`src/rtl/decode_hazard_scoreboard.sv`:
```
// Decode-stage hazard scoreboard.
// A small counter per architectural register records how many writes have
// issued from decode but not yet written back. The decode instruction is held
// while any source it reads is pending, or while its destination counter is
// full. Register 0 is hardwired and never tracked.
module decode_hazard_scoreboard #(
  parameter int unsigned CNT_W = 2,
  parameter int unsigned TOT_W = 7
) (
  input  logic             clk,
  input  logic             reset,
  input  logic             id_valid,
  input  logic             id_flush,
  input  logic [4:0]       id_rs,
  input  logic [4:0]       id_rt,
  input  logic             id_uses_rs,
  input  logic             id_uses_rt,
  input  logic [4:0]       id_dst,
  input  logic             id_writes,
  input  logic             ex_ready,
  input  logic             wb_valid,
  input  logic [4:0]       wb_addr,
  output logic             id_stall,
  output logic             id_issue,
  output logic [31:0]      busy_mask,
  output logic [TOT_W-1:0] outstanding,
  output logic             wb_underflow
);

  localparam int unsigned NumRegs = 32;
  localparam logic [CNT_W-1:0] CntMax  = '1;
  localparam logic [CNT_W-1:0] CntOne  = CNT_W'(1);
  localparam logic [TOT_W-1:0] TotOne  = TOT_W'(1);

  // Entry 0 exists only so the 5-bit addresses index the array directly;
  // it is held at zero forever.
  logic [CNT_W-1:0] cnt_q [NumRegs];
  logic [CNT_W-1:0] cnt_d [NumRegs];
  logic [TOT_W-1:0] tot_q, tot_d;
  logic             underflow_q, underflow_d;

  logic rs_nz, rt_nz, dst_nz, wb_nz;
  logic haz_rs, haz_rt, haz_waw, hazard;
  logic inc, dec, wb_orphan;
  logic [NumRegs-1:0] inc_vec, dec_vec;

  // Hazard detection and issue handshake, purely from registered state.
  // A writeback landing this cycle is deliberately not bypassed.
  always_comb begin
    rs_nz   = (id_rs != 5'd0);
    rt_nz   = (id_rt != 5'd0);
    dst_nz  = (id_dst != 5'd0);
    haz_rs  = id_uses_rs && rs_nz && (cnt_q[id_rs] != '0);
    haz_rt  = id_uses_rt && rt_nz && (cnt_q[id_rt] != '0);
    // Full destination counter would overflow on another issue.
    haz_waw = id_writes && dst_nz && (cnt_q[id_dst] == CntMax);
    hazard  = haz_rs || haz_rt || haz_waw;
    id_issue = id_valid && !id_flush && !hazard && ex_ready && !reset;
    id_stall = id_valid && !id_flush && !id_issue;
  end

  // Classify this cycle's increment and decrement events.
  always_comb begin
    wb_nz     = (wb_addr != 5'd0);
    inc       = id_issue && id_writes && dst_nz;
    dec       = wb_valid && wb_nz && (cnt_q[wb_addr] != '0);
    // Writeback to a register with nothing pending: ignored, but flagged.
    wb_orphan = wb_valid && wb_nz && (cnt_q[wb_addr] == '0);
    inc_vec   = '0;
    dec_vec   = '0;
    if (inc) inc_vec[id_dst] = 1'b1;
    if (dec) dec_vec[wb_addr] = 1'b1;
  end

  // Next-state for the per-register counters, the total and the sticky flag.
  always_comb begin
    for (int unsigned i = 0; i < NumRegs; i++) begin
      cnt_d[i] = cnt_q[i];
    end
    for (int unsigned i = 1; i < NumRegs; i++) begin
      unique case ({inc_vec[i], dec_vec[i]})
        2'b10:   cnt_d[i] = cnt_q[i] + CntOne;
        2'b01:   cnt_d[i] = cnt_q[i] - CntOne;
        default: cnt_d[i] = cnt_q[i];
      endcase
    end
    cnt_d[0] = '0;

    // The total only moves when exactly one of the two events occurs,
    // regardless of which registers they hit.
    unique case ({inc, dec})
      2'b10:   tot_d = tot_q + TotOne;
      2'b01:   tot_d = tot_q - TotOne;
      default: tot_d = tot_q;
    endcase

    underflow_d = underflow_q || wb_orphan;
  end

  // State registers with synchronous, highest-priority reset.
  always_ff @(posedge clk) begin
    if (reset) begin
      for (int unsigned i = 0; i < NumRegs; i++) begin
        cnt_q[i] <= '0;
      end
      tot_q       <= '0;
      underflow_q <= 1'b0;
    end else begin
      for (int unsigned i = 0; i < NumRegs; i++) begin
        cnt_q[i] <= cnt_d[i];
      end
      tot_q       <= tot_d;
      underflow_q <= underflow_d;
    end
  end

  // Status outputs, derived directly from registered state.
  always_comb begin
    busy_mask = '0;
    for (int unsigned i = 1; i < NumRegs; i++) begin
      busy_mask[i] = (cnt_q[i] != '0);
    end
    outstanding  = tot_q;
    wb_underflow = underflow_q;
  end

endmodule

```
`config.mk`:
```
export PLATFORM = sky130hd
export DESIGN_NAME = decode_hazard_scoreboard
export DESIGN_NICKNAME = d
export VERILOG_FILES = /design/src/rtl/decode_hazard_scoreboard.sv
export SDC_FILE = /design/constraint.sdc
export NUM_CORES = 1
export LEC_CHECK = 0
export ABC_AREA = 1
export CORE_MARGIN = 4
export CORE_UTILIZATION = 58
export CTS_CLUSTER_DIAMETER = 80
export DETAILED_ROUTE_END_ITERATION = 7
export HOLD_SLACK_MARGIN = 0.08
export PLACE_DENSITY = 0.9
export SYNTH_ARGS = -nofsm -noshare
export SYNTH_HDL_FRONTEND = slang
export SYNTH_SLANG_ARGS = --single-unit
```
`constraint.sdc`:
```
create_clock -name clk -period 5.3 [get_ports clk]
set_input_delay 1.325 -clock clk [delete_from_list [all_inputs] [get_ports clk]]
set_output_delay 1.325 -clock clk [all_outputs]
set_load 0.005 [all_outputs]
```
==> impl_metrics.ini <==
[outcome]
outcome = finished clean

[timing]
final-setup-viol-count = 0
rsz0062_at_grt = false
slew_violations = 0
fmax_mhz = 199
tightest_slew_ns = 0.774
finalCritPeriodShare_pct = 94.9
finalClockSkew_ns = 0.0136
tns_ns = 0
min_period_ns = 5.03
fin_ws_ns = 0.268
finalHoldViolCount = 0
slew_headroom_pct = 48.4

[global_route]
grt_max_degree = 71
grt_first_pass_wirelength_um = 30900
grt_usage_pct = 30.2
antenna_found_initial = 0
gr-total-overflow = 0
first_global_vias = 6458

[cells_and_area]
multi_input_area_sq_um = 4060
nFillCells = 869
layoutNonFillerInstCount = 1229
fin_nets = 1155
syn2layout_area_growth_pct = 17.2
drive_gt1_share_pct = 5.95
antennaDiodeCount = 0
seq_area_sq_um = 1400

[logic_synthesis]
synth_cells = 1022
synth_top_area_share_pct = 22.9
yosysTopAreaCell = dfxtp_1
synth_edf_count = 0
synth-seq-cells = 70
ys_types = 37
post_synth.cell_area_avg_sq_um = 6.00
async_reset_ff_share_pct = 0
synthesis.area_sq_um = 6130
synthFlopType = dfxtp_1
ys.warnings.count = 0
syn-num-nets = 1089
ys_top_cells_by_area = dfxtp_1 23%, nand2_1 18%, nor2_1 8.5%
seq_area_frac_synth_pct = 22.9

[power_and_ir_drop]
p_leak_nw = 3.70
vdd_drop_max_v = 0.000119
p_total_mw = 1.26
power_density_nw_per_um2 = 175

[clock_network]
clk_path_buf_depth = 2
post_cts_buffers = 0
cts_resized = 0
root_buffer = clkbuf_8
cts_sinks = 70
cts_tree = built
cts_inserted_buffers = 9
cts_htree_levels = 3
clkTransAtPathRegs_ns = 0.08
clk_latency_ns = 0.37
cts_hold_buf = 0

[die]
dieArea_sq_um = 12300
ios = 71
dieWidth_um = 111
fp.dieH_um = 111
core_area_sq_um = 10300
start_util_pct = 59.4
rows = 37

[worst_setup_path]
reg2reg_depth = 21
cp-end-kind = output pin
cp.arrival_ns = 3.71
worstSetupPathType = in -> out
cp_max_fo = 7
cp.required_ns = 3.97
crit_path_start_kind = primary input

[placed_design]
numPortBuffers = 69
pre_cts_slack_ns = 0.302
dp.cells = 1213
gp_congestion = 0.991
dp_hpwl_um = 14100

[detailed_routing]
route.detailed.drc = 0
ant_nets = 0
num_vias = 7120
vias_per_cell = 5.79
totalWireLength_um = 19100
avgRoutedWirePerCell_um = 15.5
first_pass_iters = 8
drtIter0Drc = 837

[worst_hold_path]
hp-class = reg -> reg
hold_depth = 2

[run]
maxCapViolations = 0
-- synth_stat cells (2+ instances only) --
library cell / instances
o22ai_1: 3
inv_1: 124
o211ai_1: 3
nand3b_1: 2
dfxtp_1: 70
buf_2: 11
inv_2: 3
nand3_1: 26
nor2_1: 139
and3_1: 16
nor2_2: 3
nand2_1: 299
or2_2: 6
o21ai_0: 28
buf_4: 9
xor2_1: 34
ha_1: 37
a22oi_1: 4
nand4_1: 36
buf_6: 2
xnor2_1: 4
a21oi_1: 86
nor3_1: 26
a31o_2: 14
o21bai_1: 14
clkbuf_1: 12
-- worst paths after layout --
path / start / end / slack, ns
hold reg to reg: wb_underflow$_SDFF_PP0_ / wb_underflow$_SDFF_PP0_ / 0.47
setup / recovery: id_rt[0] / id_stall / 0.27
hold / removal: wb_underflow$_SDFF_PP0_ / wb_underflow$_SDFF_PP0_ / 0.47
setup reg to reg: cnt_q[17][0]$_SDFFE_PP0P_ / outstanding[6]$_SDFFE_PP0P_ / 1.84
-- logic make-up after synthesis --
family / after synthesis / synth area share (%)
adder cells (fa/ha/maj): 38 / 7.88
buffers and inverters: 161 / 10.9
XOR/XNOR: 38 / 5.43
AND/OR/NAND/NOR: 557 / 38.0
multiplexers: 1 / 0.163
other: 1 / 0.0612
AO/OA/AOI/OAI: 156 / 14.7
flip-flops: 70 / 22.9
-- per-layer routing --
metal | track usage (%) | vias up | part of all wire [%]
li1 | - | 3427 | -
met1 | 40.0 | 3144 | 41
met2 | 47.5 | 478 | 43
met5 | 0 | - | 0
met3 | 6.66 | 71 | 12
met4 | 12.6 | 0 | 3.5
-- critical path, stage by stage --
cell and delay (ns):
clkdlybuf4s50_1 0.53, inv_1 0.07, nor2_1 0.44, a21oi_1 0.15, nand3_1 0.12, nand2_1 0.06, nand2_1 0.05, nand2_1 0.05
nand2_1 0.05, nand3_1 0.12, a21oi_1 0.21, clkdlybuf4s50_1 0.53
-- report_power, final --
part	internal, mW	total (mW)	switching (mW)
registers	0.529	0.533	0.00366
clock network	0.305	0.534	0.228
logic	0.0680	0.191	0.123
-- layout make-up --
cell class | count | area share [%]
Multi-Input combinational cell | 791 | 56.5
Inverter | 127 | 6.63
Tap cell | 136 | 2.37
Timing Repair Buffer | 89 | 11.6
Sequential cell | 70 | 19.5
Clock inverter | 4 | 1.06
Clock buffer | 12 | 2.30
-- cells in the final DEF (no fill, tap or decap), drive strengths merged, types with 29 or more instances in the layout --
master / synthesis / layout
a21oi: 86 / 86
clkdlybuf4s50: 0 / 68
dfxtp: 70 / 70
ha: 37 / 37
inv: 127 / 128
nand2: 300 / 300
nand4: 36 / 36
nor2: 143 / 143
o21ai: 29 / 29
xor2: 34 / 34
-- registers in the layout, summed over array words and instances, names as in the netlist --
| name | cells |
|---|---|
| wb_underflow | 1 |
| cnt_q | 62 |
| outstanding | 7 |
-- metrics by stage --
stage | hold slack, ns | util, % | instance area [sq um]
after floorplan | 0.447 | - | 6130
final | 0.473 | 69.6 | 7190
after global routing | 0.488 | 69.6 | 7190
after global placement | 0.437 | 67.3 | 6950
after detailed placement | 0.464 | 67.3 | 6950
after CTS | 0.476 | 69.6 | 7190
Note: power is estimated with default switching activity, not from simulation.
